### config.mk
export PLATFORM = sky130hd
export DESIGN_NAME = accel_bus_bridge_flat
export DESIGN_NICKNAME = d
export VERILOG_FILES = /design/src/rtl/accel_bus_bridge_pkg.sv /design/src/rtl/accel_bus_bridge_if.sv /design/src/rtl/accel_bus_bridge_sync_fifo.sv /design/src/rtl/accel_bus_bridge.sv /design/src/flat_wrapper.sv
export SDC_FILE = /design/constraint.sdc
export NUM_CORES = 1
export LEC_CHECK = 0
export ABC_AREA = 1
export CORE_MARGIN = 4
export CORE_UTILIZATION = 58
export CTS_CLUSTER_DIAMETER = 150
export DETAILED_ROUTE_END_ITERATION = 7
export PLACE_DENSITY = 0.75
export SLEW_MARGIN = 15
export SYNTH_ARGS = -nofsm -noshare
export SYNTH_HDL_FRONTEND = slang
export SYNTH_HIERARCHICAL = 1
export SYNTH_SLANG_ARGS = --single-unit
### constraint.sdc
create_clock -name clk -period 4.7 [get_ports clk]
set_input_delay 0.94 -clock clk [delete_from_list [all_inputs] [get_ports clk]]
set_output_delay 0.94 -clock clk [all_outputs]
set_load 0.05 [all_outputs]
### src/rtl/accel_bus_bridge_pkg.sv
`default_nettype none
// +----------------------------------------------------------------------+
// | accel_bus_pkg                                                        |
// | Shared word type, width and status-word bit positions for the bridge.|
// | Rev 1.0  initial release                                             |
// +----------------------------------------------------------------------+
package accel_bus_pkg;

  localparam int WORD_W = 16;

  localparam int STAT_OVF    = 15;
  localparam int STAT_UDF    = 14;
  localparam int STAT_CFULL  = 13;
  localparam int STAT_REMPTY = 12;

  typedef logic [WORD_W-1:0] bus_word_t;

  function automatic logic [3:0] sat4(input logic [7:0] c);
    return (c > 8'd15) ? 4'hF : c[3:0];
  endfunction

endpackage
`default_nettype wire

### src/rtl/accel_bus_bridge_if.sv
`default_nettype none
// +----------------------------------------------------------------------+
// | accel_bus_bridge_if                                                  |
// | CPU-side and accelerator-side bus signals of the bridge.             |
// | Rev 1.0  initial release                                             |
// +----------------------------------------------------------------------+
interface accel_bus_bridge_if;
  import accel_bus_pkg::*;

  logic      cpu_wr_en;
  bus_word_t cpu_wr_data;
  logic      cpu_rd_en;
  bus_word_t cpu_rd_data;
  logic      acc_cmd_valid;
  bus_word_t acc_cmd_data;
  logic      acc_cmd_ready;
  logic      acc_rsp_valid;
  bus_word_t acc_rsp_data;
  logic      acc_rsp_ready;
  logic      cmd_full;
  logic      rsp_empty;
  logic      err_ovf;
  logic      err_udf;

  modport slave (
    input  cpu_wr_en, cpu_wr_data, cpu_rd_en, acc_cmd_ready, acc_rsp_valid, acc_rsp_data,
    output cpu_rd_data, acc_cmd_valid, acc_cmd_data, acc_rsp_ready, cmd_full, rsp_empty,
           err_ovf, err_udf
  );

  modport master (
    output cpu_wr_en, cpu_wr_data, cpu_rd_en, acc_cmd_ready, acc_rsp_valid, acc_rsp_data,
    input  cpu_rd_data, acc_cmd_valid, acc_cmd_data, acc_rsp_ready, cmd_full, rsp_empty,
           err_ovf, err_udf
  );

endinterface
`default_nettype wire

### src/rtl/accel_bus_bridge_sync_fifo.sv
`default_nettype none
// +----------------------------------------------------------------------+
// | sync_fifo                                                            |
// | First-word-fall-through FIFO with wrap-bit pointers.                 |
// | Rev 1.0  initial release                                             |
// +----------------------------------------------------------------------+
module sync_fifo #(
  parameter int WIDTH = 16,
  parameter int DEPTH = 8
) (
  input  wire                     clk,
  input  wire                     rst_n,
  input  wire                     i_push,
  input  wire                     i_pop,
  input  wire  [WIDTH-1:0]        i_wdata,
  output logic [WIDTH-1:0]        o_rdata,
  output logic                    o_full,
  output logic                    o_empty,
  output logic [$clog2(DEPTH):0]  o_count
);

  localparam int AW = $clog2(DEPTH);

  logic [AW:0]      r_wptr;
  logic [AW:0]      r_rptr;
  logic [WIDTH-1:0] r_mem [DEPTH];

  always_ff @(posedge clk or negedge rst_n) begin
    if (!rst_n) begin
      r_wptr <= '0;
      r_rptr <= '0;
    end else begin
      if (i_push) r_wptr <= r_wptr + (AW+1)'(1);
      if (i_pop)  r_rptr <= r_rptr + (AW+1)'(1);
    end
  end

  // Storage needs no reset: pointers alone define which entries are live.
  always_ff @(posedge clk) begin
    if (i_push) r_mem[r_wptr[AW-1:0]] <= i_wdata;
  end

  assign o_rdata = r_mem[r_rptr[AW-1:0]];
  assign o_full  = (r_wptr[AW] != r_rptr[AW]) && (r_wptr[AW-1:0] == r_rptr[AW-1:0]);
  assign o_empty = (r_wptr == r_rptr);
  assign o_count = r_wptr - r_rptr;

endmodule
`default_nettype wire

### src/rtl/accel_bus_bridge.sv
`default_nettype none
// +----------------------------------------------------------------------+
// | accel_bus_bridge                                                     |
// | CPU bus <-> NN accelerator bridge with command/response FIFOs.       |
// | Optional macro ACCEL_BRIDGE_STATUS_EN: empty reads return status and |
// | clear the sticky error flags.                                        |
// | Rev 1.0  initial release                                             |
// +----------------------------------------------------------------------+
module accel_bus_bridge
  import accel_bus_pkg::*;
#(
  parameter int WORD_W    = accel_bus_pkg::WORD_W,
  parameter int CMD_DEPTH = 8,
  parameter int RSP_DEPTH = 8
) (
  input wire                  clk,
  input wire                  rst_n,
  accel_bus_bridge_if.slave   bus
);

  localparam int CAW = $clog2(CMD_DEPTH);
  localparam int RAW = $clog2(RSP_DEPTH);

  logic              w_cmd_push, w_cmd_pop, w_cmd_full, w_cmd_empty;
  logic              w_rsp_push, w_rsp_pop, w_rsp_full, w_rsp_empty;
  logic [WORD_W-1:0] w_cmd_head, w_rsp_head;
  logic [CAW:0]      w_cmd_count;
  logic [RAW:0]      w_rsp_count;
  logic              w_ovf_event, w_udf_read;
  logic              r_err_ovf, r_err_udf;

  assign w_cmd_pop   = !w_cmd_empty && bus.acc_cmd_ready;
  assign w_cmd_push  = bus.cpu_wr_en && (!w_cmd_full || w_cmd_pop);
  assign w_rsp_push  = bus.acc_rsp_valid && !w_rsp_full;
  assign w_rsp_pop   = bus.cpu_rd_en && !w_rsp_empty;
  assign w_ovf_event = bus.cpu_wr_en && w_cmd_full && !w_cmd_pop;
  assign w_udf_read  = bus.cpu_rd_en && w_rsp_empty;

  sync_fifo #(.WIDTH(WORD_W), .DEPTH(CMD_DEPTH)) u_cmd_fifo (
    .clk     (clk),
    .rst_n   (rst_n),
    .i_push  (w_cmd_push),
    .i_pop   (w_cmd_pop),
    .i_wdata (bus.cpu_wr_data),
    .o_rdata (w_cmd_head),
    .o_full  (w_cmd_full),
    .o_empty (w_cmd_empty),
    .o_count (w_cmd_count)
  );

  sync_fifo #(.WIDTH(WORD_W), .DEPTH(RSP_DEPTH)) u_rsp_fifo (
    .clk     (clk),
    .rst_n   (rst_n),
    .i_push  (w_rsp_push),
    .i_pop   (w_rsp_pop),
    .i_wdata (bus.acc_rsp_data),
    .o_rdata (w_rsp_head),
    .o_full  (w_rsp_full),
    .o_empty (w_rsp_empty),
    .o_count (w_rsp_count)
  );

`ifdef ACCEL_BRIDGE_STATUS_EN
  logic [WORD_W-1:0] w_status;

  always_comb begin
    w_status              = '0;
    w_status[STAT_OVF]    = r_err_ovf;
    w_status[STAT_UDF]    = r_err_udf;
    w_status[STAT_CFULL]  = w_cmd_full;
    w_status[STAT_REMPTY] = 1'b1;
    w_status[11:8]        = sat4(8'(w_cmd_count));
    w_status[7:4]         = sat4(8'(w_rsp_count));
  end

  // A status read clears both flags; an overflow in that same cycle still wins.
  always_ff @(posedge clk or negedge rst_n) begin
    if (!rst_n) begin
      r_err_ovf <= 1'b0;
      r_err_udf <= 1'b0;
    end else if (w_udf_read) begin
      r_err_ovf <= w_ovf_event;
      r_err_udf <= 1'b0;
    end else begin
      if (w_ovf_event) r_err_ovf <= 1'b1;
    end
  end

  assign bus.cpu_rd_data = w_rsp_empty ? (bus.cpu_rd_en ? w_status : '0) : w_rsp_head;
`else
  logic w_unused_counts;
  assign w_unused_counts = ^{w_cmd_count, w_rsp_count};

  always_ff @(posedge clk or negedge rst_n) begin
    if (!rst_n) begin
      r_err_ovf <= 1'b0;
      r_err_udf <= 1'b0;
    end else begin
      if (w_ovf_event) r_err_ovf <= 1'b1;
      if (w_udf_read)  r_err_udf <= 1'b1;
    end
  end

  assign bus.cpu_rd_data = w_rsp_empty ? '0 : w_rsp_head;
`endif

  assign bus.acc_cmd_valid = !w_cmd_empty;
  assign bus.acc_cmd_data  = w_cmd_head;
  assign bus.acc_rsp_ready = !w_rsp_full;
  assign bus.cmd_full      = w_cmd_full;
  assign bus.rsp_empty     = w_rsp_empty;
  assign bus.err_ovf       = r_err_ovf;
  assign bus.err_udf       = r_err_udf;

endmodule
`default_nettype wire

### src/flat_wrapper.sv
// flat-port wrapper written by rule: the top's interface ports become plain ports
module accel_bus_bridge_flat import accel_bus_pkg::*;
#(
  parameter int WORD_W    = accel_bus_pkg::WORD_W,
  parameter int CMD_DEPTH = 8,
  parameter int RSP_DEPTH = 8
)
  (clk, rst_n, bus_cpu_wr_en, bus_cpu_wr_data, bus_cpu_rd_en, bus_acc_cmd_ready, bus_acc_rsp_valid, bus_acc_rsp_data, bus_cpu_rd_data, bus_acc_cmd_valid, bus_acc_cmd_data, bus_acc_rsp_ready, bus_cmd_full, bus_rsp_empty, bus_err_ovf, bus_err_udf);
  accel_bus_bridge_if bus_i ();
  input wire clk;
  input wire rst_n;
  input wire logic [$bits(bus_i.cpu_wr_en)-1:0] bus_cpu_wr_en;
  input wire logic [$bits(bus_i.cpu_wr_data)-1:0] bus_cpu_wr_data;
  input wire logic [$bits(bus_i.cpu_rd_en)-1:0] bus_cpu_rd_en;
  input wire logic [$bits(bus_i.acc_cmd_ready)-1:0] bus_acc_cmd_ready;
  input wire logic [$bits(bus_i.acc_rsp_valid)-1:0] bus_acc_rsp_valid;
  input wire logic [$bits(bus_i.acc_rsp_data)-1:0] bus_acc_rsp_data;
  output wire logic [$bits(bus_i.cpu_rd_data)-1:0] bus_cpu_rd_data;
  output wire logic [$bits(bus_i.acc_cmd_valid)-1:0] bus_acc_cmd_valid;
  output wire logic [$bits(bus_i.acc_cmd_data)-1:0] bus_acc_cmd_data;
  output wire logic [$bits(bus_i.acc_rsp_ready)-1:0] bus_acc_rsp_ready;
  output wire logic [$bits(bus_i.cmd_full)-1:0] bus_cmd_full;
  output wire logic [$bits(bus_i.rsp_empty)-1:0] bus_rsp_empty;
  output wire logic [$bits(bus_i.err_ovf)-1:0] bus_err_ovf;
  output wire logic [$bits(bus_i.err_udf)-1:0] bus_err_udf;
  assign bus_i.cpu_wr_en = bus_cpu_wr_en;
  assign bus_i.cpu_wr_data = bus_cpu_wr_data;
  assign bus_i.cpu_rd_en = bus_cpu_rd_en;
  assign bus_i.acc_cmd_ready = bus_acc_cmd_ready;
  assign bus_i.acc_rsp_valid = bus_acc_rsp_valid;
  assign bus_i.acc_rsp_data = bus_acc_rsp_data;
  assign bus_cpu_rd_data = bus_i.cpu_rd_data;
  assign bus_acc_cmd_valid = bus_i.acc_cmd_valid;
  assign bus_acc_cmd_data = bus_i.acc_cmd_data;
  assign bus_acc_rsp_ready = bus_i.acc_rsp_ready;
  assign bus_cmd_full = bus_i.cmd_full;
  assign bus_rsp_empty = bus_i.rsp_empty;
  assign bus_err_ovf = bus_i.err_ovf;
  assign bus_err_udf = bus_i.err_udf;
  accel_bus_bridge #(.WORD_W(WORD_W), .CMD_DEPTH(CMD_DEPTH), .RSP_DEPTH(RSP_DEPTH)) u_core (.clk(clk), .rst_n(rst_n), .bus(bus_i));
endmodule
======== Yosys cells after proc, flatten, opt, wreduce, memory -nomap -nowiden ========
Memory sizes are Yosys's and may differ from the RTL's.
Cells that the tools add are included.
operators by class
  shift-type cells ........................ 0
  div/mod/pow operators ................... 0
  multipliers ............................. 0
  equal/unequal tests ..................... 6
  $add $sub $neg .......................... 4
  mux-type cells .......................... 5
  reduce and logical (&&, ||, !) cells .... 15
  $lt $le $gt $ge ......................... 0
  bitwise gates (word level) .............. 0
operator list
  operator                                                        number
  4-bit by 1-bit adder with 4-bit output (second input constant)  4
  16-bit two-way mux                                              1
  1-bit logical AND                                               9
  4-bit == test                                                   2
  3-bit == test                                                   2
  1-bit logical NOT                                               5
  1-bit two-way mux                                               4
  1-bit != test                                                   2
  1-bit logical OR                                                1
storage, ports and cells
  bits of input ports ..................... 38
  register bits after elaboration ......... 18
  memory bits (writable) .................. 256
  ROM bits ................................ 0
  bits in latches ......................... 0
  memories kept ........................... 2
  output and inout port bits .............. 38
  logic and storage cells ................. 38
memory list
  name                     words  width  rd ports  clocked after memory_dff  wr ports  RTL line                          source
  u_core.u_cmd_fifo.r_mem  8      16     1         0                         1         accel_bus_bridge_sync_fifo.sv:26  logic [WIDTH-1:0] r_mem [DEPTH];
  u_core.u_rsp_fifo.r_mem  8      16     1         0                         1         accel_bus_bridge_sync_fifo.sv:26

======== Depth between registers and ports, before layout ========
  depth after elaboration ................. 7
  gate-level depth with buffers ........... 12

======== By module ========
Netlist, hierarchy kept.
by module, submodules not included
  module            times used  cells each  seq. area each (sq um)  area each (sq um)
  sync_fifo         2           614         4,043.9                 6,088.3
  accel_bus_bridge  1           52          50.0                    261.5

======== Worst setup path after synthesis ========
No wires, ideal clock.
  path kind ............................... register to output
  start ................................... reg u_core.u_rsp_fifo.r_rptr[2]
  end ..................................... out bus_cpu_rd_data[10]
  path slack .............................. 1,264 ps
  arrival time ............................ 2,496 ps
  stages on the path, launching flop included .. 10
  data required time ...................... 3,760 ps
  path through ............................ dfrtp_1 > buf_4 > clkinv_1 > buf_2 > ha_1 > nand3_1 > nor2_1 > buf_6 > buf_8 > nor2_1
between the ends
  word-level cells in the longest chain between the ends .. 2
  elaborated cells between the ends (all ways) .. 3
  classes of those cells .................. eq/ne (1); mux (1); memory (1)
RTL lines
  item                     RTL line                          source
  from (decl)              accel_bus_bridge_sync_fifo.sv:25  logic [AW:0] r_rptr;
  from (signal assigned)   accel_bus_bridge_sync_fifo.sv:34  if (i_pop) r_rptr <= r_rptr + (AW+1)'(1);
  4-bit == test            accel_bus_bridge_sync_fifo.sv:45  assign o_empty = (r_wptr == r_rptr);
  named net bus_rsp_empty  flat_wrapper.sv:23                output wire logic [$bits(bus_i.rsp_empty)-1:0] bus_rsp_empty;
  16-bit two-way mux       accel_bus_bridge.sv:104           assign bus.cpu_rd_data = w_rsp_empty ? '0 : w_rsp_head;
  to (decl)                flat_wrapper.sv:18                output wire logic [$bits(bus_i.cpu_rd_data)-1:0] bus_cpu_rd_data;
The timed path passes the listed nets, and every way through them passes these cells.

======== Final worst setup path ========
  start ................................... reg u_core.u_cmd_fifo.r_rptr[0]
  end ..................................... out bus_acc_cmd_data[10]
between the ends
  word-level cells in the longest chain between the ends .. 1
RTL lines
  item                    RTL line                          source
  from (decl)             accel_bus_bridge_sync_fifo.sv:25
  from (signal assigned)  accel_bus_bridge_sync_fifo.sv:34
  memory 8 x 16 bit       -
  to (decl)               flat_wrapper.sv:20                output wire logic [$bits(bus_i.acc_cmd_data)-1:0] bus_acc_cmd_data;
No other way between the ends.

==> summary.md <==
| Metric | Value |
|---|---|
| Hold Path End | u_core/bus.err_udf$_DFFE_PN0P_ |
| Reg-to-reg startpoint | u_core/u_cmd_fifo/r_rptr[1]$_DFFE_PN0P_ |
| Clock transition at the registers of the reported paths | 60 ps |
| Switching share of power | a little over two fifths |
| Floorplan core area | roughly 21000 um^2 |
| Smallest hold slack | 466.4 ps |
| Count of cells along the worst hold path | 1 |
| Wire length of the first global-routing pass | approximately 39 mm |
| Power density of the placed cells | 688.2 nW/um^2 |
| Routed via count divided by cell count | 4.880 |
| Max Fanout on Critical Path | 64 |
| CTS buffer count | 28 |
| Sinks on Clock Net | roughly 270 |
| Cell family with most CP delay | buffers and inverters |
| Reg power frac | 33.1% |
| F_max | ~0.26 GHz |
| Synth Net Count | 1308 |
| Post-CTS Setup Bufs | 0 |
| FP Rows | 53 |
| Combinational fraction of design power | 45.5% |
| Final-stage net count | 1397 |
| Signed area change from the synthesized netlist to the final layout | 15.20% |
| Cell type with the highest occurrence count on the critical path | sky130_fd_sc_hd__nand2_1 |
| CP Capture Type | primary output |
| Arrival time reported for the critical path endpoint | 2930 ps |
| Final total power | 9.758 mW |
| RSZ-0062 raised after global routing | no |
| Max-capacitance violation count | 0 |
| # H-tree levels | 1 |
| Cell area after synthesis | 12310 um^2 |
| Number of design-rule violations left by the first detailed-router iteration | 609 |
| Bufs and invs on worst path | 2 |
| Final core area utilization | 67.66% |
| Number of hold buffers added after cts | 0 |
| Area of the die | 23620 um^2 |
| Leakage dissipation | 6.630 nW |
| Maximum vdd ir drop | roughly 0.76 mV |
| Start-to-end type of the worst setup path | reg2out |
| Initial Util | 58.74% |
| Via count of the first global-routing pass | roughly 7700 |
| Sequence of cells on the critical path | inv_2 -> nand2_1 -> nand3_1 -> nand2_1 -> nand2_1 -> nand2_1 -> clkdlybuf4s50_1 |
| Total Negative Setup Slacks | 0 ps |
| Width of the die | 153.7 um |
| Internal Power | between 5 and 6 mW |
| Worst relative slew slack | between 20% and 30% |
| Routed Antenna Nets | 0 |
| Final Instance Count excl. Fillers | ~1600 |
| TritonCTS clock tree | yes |
| Worst hold-check path type | reg2reg |
| Worst-case reg-to-reg path depth | 10 |
| Antenna Diode Count | 0 |
| Placed wire-length estimate after detailed placement | 14.42 mm |
| Startpoint type of the worst setup path | register |
| Slowest library cell on the worst path | sky130_fd_sc_hd__inv_2 |
| Chip Height | 153.7 um |
| Max stage delay on crit path | about 780 ps |
| Post-Place Cells | 1594 |
| Count of unresolved DRC violations after routing | 0 |
| Clk_lat worst skew | roughly 530 ps |
| Number of detailed-route iterations in the first pass | 5 |
| Antenna violations before repair | 0 |
| Pin count of the biggest net entering global routing | between 60 and 70 |
| Total overflow reported by the global router | 0 |
| Number of hold violations in the final report | 0 |
| Gp weighted congestion | between 0.7 and 0.8 |
| I/O Pins | 76 |
| Synthesis warning total | 6 |
| Hold Path Origin | u_core/bus.err_udf$_DFFE_PN0P_ |
| Slew at the pin with the worst max-slew slack | 1121 ps |
| Total wire length after detailed routing | 24.60 mm |
| Synthesized netlist cell count | 1260 |
| Max Root-Sink Buffers | 3 |
| Total global-route track usage | 20.74% |
| Post-layout min period | about 3900 ps |
| Average detailed-routed wire length per instance | 14.95 um |
| Final Skew | 6.108 ps |
| Average size of a mapped cell | 9.768 um^2 |
| PostCTS Resize Cnt | 0 |
| Period Utilization, post-route | between 80% and 90% |
| Via total after detailed routing | 8033 |
| Share of layout cells above drive strength 1 | between 6 and 7% |
| Count of final setup violators | 0 |
| Clock share of power | 21.3% |
| Switching pwr | 4.140 mW |
| Endpoint of the worst-slack reg-to-reg timing path | u_core/u_cmd_fifo/r_mem[5][3]$_DFFE_PP_ |
| Outcome | complete, no violations |
| Number of max-slew violations in the final report | 0 |
| Register-to-register path setup slack | around 1400 ps |
| # port buffers | 75 |
| Data required time at the worst endpoint | 3760 ps |
| Clk root buf | sky130_fd_sc_hd__clkbuf_16 |
==> through the flow <==
stage	cell area, um^2	setup WS, ps
final	14180	831.2
after CTS	14180	798.1
after detailed placement	13310	1381
after global placement	13310	1418
after global routing	14180	641.8
after floorplan	12310	1353
==> how the worst max path moves through the flow <==
| stage | start | end | cells past startpoint |
|---|---|---|---|
| floorplan | u_core/u_rsp_fifo/r_rptr[2]$_DFFE_PN0P_ | bus_cpu_rd_data[10] | 9 |
| global placement | u_core/u_cmd_fifo/r_rptr[0]$_DFFE_PN0P_ | bus_acc_cmd_valid | 6 |
| detailed placement | u_core/u_rsp_fifo/r_rptr[2]$_DFFE_PN0P_ | bus_cpu_rd_data[1] | 8 |
| CTS | u_core/u_cmd_fifo/r_rptr[0]$_DFFE_PN0P_ | bus_acc_cmd_data[10] | 7 |
| global route | u_core/u_cmd_fifo/r_rptr[0]$_DFFE_PN0P_ | bus_acc_cmd_data[9] | 7 |
| finish | u_core/u_cmd_fifo/r_rptr[0]$_DFFE_PN0P_ | bus_acc_cmd_data[10] | 7 |
==> cell usage in the layout, fill, tap and decap left out, types with 4 or more instances in the layout <==
| cell type | count |
|---|---|
| sky130_fd_sc_hd__nor2_1 | 36 |
| sky130_fd_sc_hd__buf_4 | 44 |
| sky130_fd_sc_hd__clkbuf_16 | 29 |
| sky130_fd_sc_hd__inv_1 | 292 |
| sky130_fd_sc_hd__ha_1 | 10 |
| sky130_fd_sc_hd__clkdlybuf4s50_1 | 63 |
| sky130_fd_sc_hd__o21ai_0 | 4 |
| sky130_fd_sc_hd__clkinv_1 | 12 |
| sky130_fd_sc_hd__clkbuf_1 | 5 |
| sky130_fd_sc_hd__inv_2 | 4 |
| sky130_fd_sc_hd__xor2_1 | 12 |
| sky130_fd_sc_hd__nand3_1 | 130 |
| sky130_fd_sc_hd__edfxtp_1 | 256 |
| sky130_fd_sc_hd__clkinv_2 | 6 |
| sky130_fd_sc_hd__dfrtp_1 | 16 |
| sky130_fd_sc_hd__nand2_1 | 440 |
==> worst register-to-register path, stage by stage (launching register included) <==
cell and delay [ps]:
sky130_fd_sc_hd__dfrtp_1 380, sky130_fd_sc_hd__inv_2 550, sky130_fd_sc_hd__ha_1 370, sky130_fd_sc_hd__nand3_1 100
sky130_fd_sc_hd__nor2_1 50, sky130_fd_sc_hd__inv_1 60, sky130_fd_sc_hd__nand2_1 90, sky130_fd_sc_hd__a21oi_1 410
sky130_fd_sc_hd__nand2_1 220, sky130_fd_sc_hd__nor2_1 450, sky130_fd_sc_hd__buf_4 300
==> cell type report <==
type	instances	area, um^2
Sequential cell	274	8140
Fill cell	1586	6777
Multi-Input combinational cell	640	2743
Inverter	298	1119
Timing Repair Buffer	107	960.9
Clock buffer	34	744.5
Tap cell	275	344.1
Clock inverter	18	127.6
==> registers in the layout, summed over array words and instances (netlist names) <==
name / flops
u_core/u_cmd_fifo/r_wptr: 4
u_core/u_rsp_fifo/r_wptr: 4
u_core/u_cmd_fifo/r_rptr: 4
u_core/u_cmd_fifo/r_mem: 128
u_core/u_rsp_fifo/r_rptr: 4
u_core/bus.err_ovf: 1
u_core/u_rsp_fifo/r_mem: 128
u_core/bus.err_udf: 1
==> per-layer routing <==
metal,vias to the layer above,global-route usage [%],routed length [um]
met3,55,2.955,1178
met5,-,0,0
li1,4051,-,-
met1,3716,25.90,9912
met4,0,6.518,773
met2,211,37.52,12740
==> power groups by stage <==
stage                     sequential (mW)  combinational [mW]  clock (mW)
after floorplan                      3.27                3.20           0
after global placement               3.27                4.36           0
after detailed placement             3.28                4.44           0
after CTS                            3.23                4.48        2.12
after global routing                 3.27                4.86        2.22
final                                3.23                4.44        2.08
No activity file was read; power rests on OpenSTA's default activity.
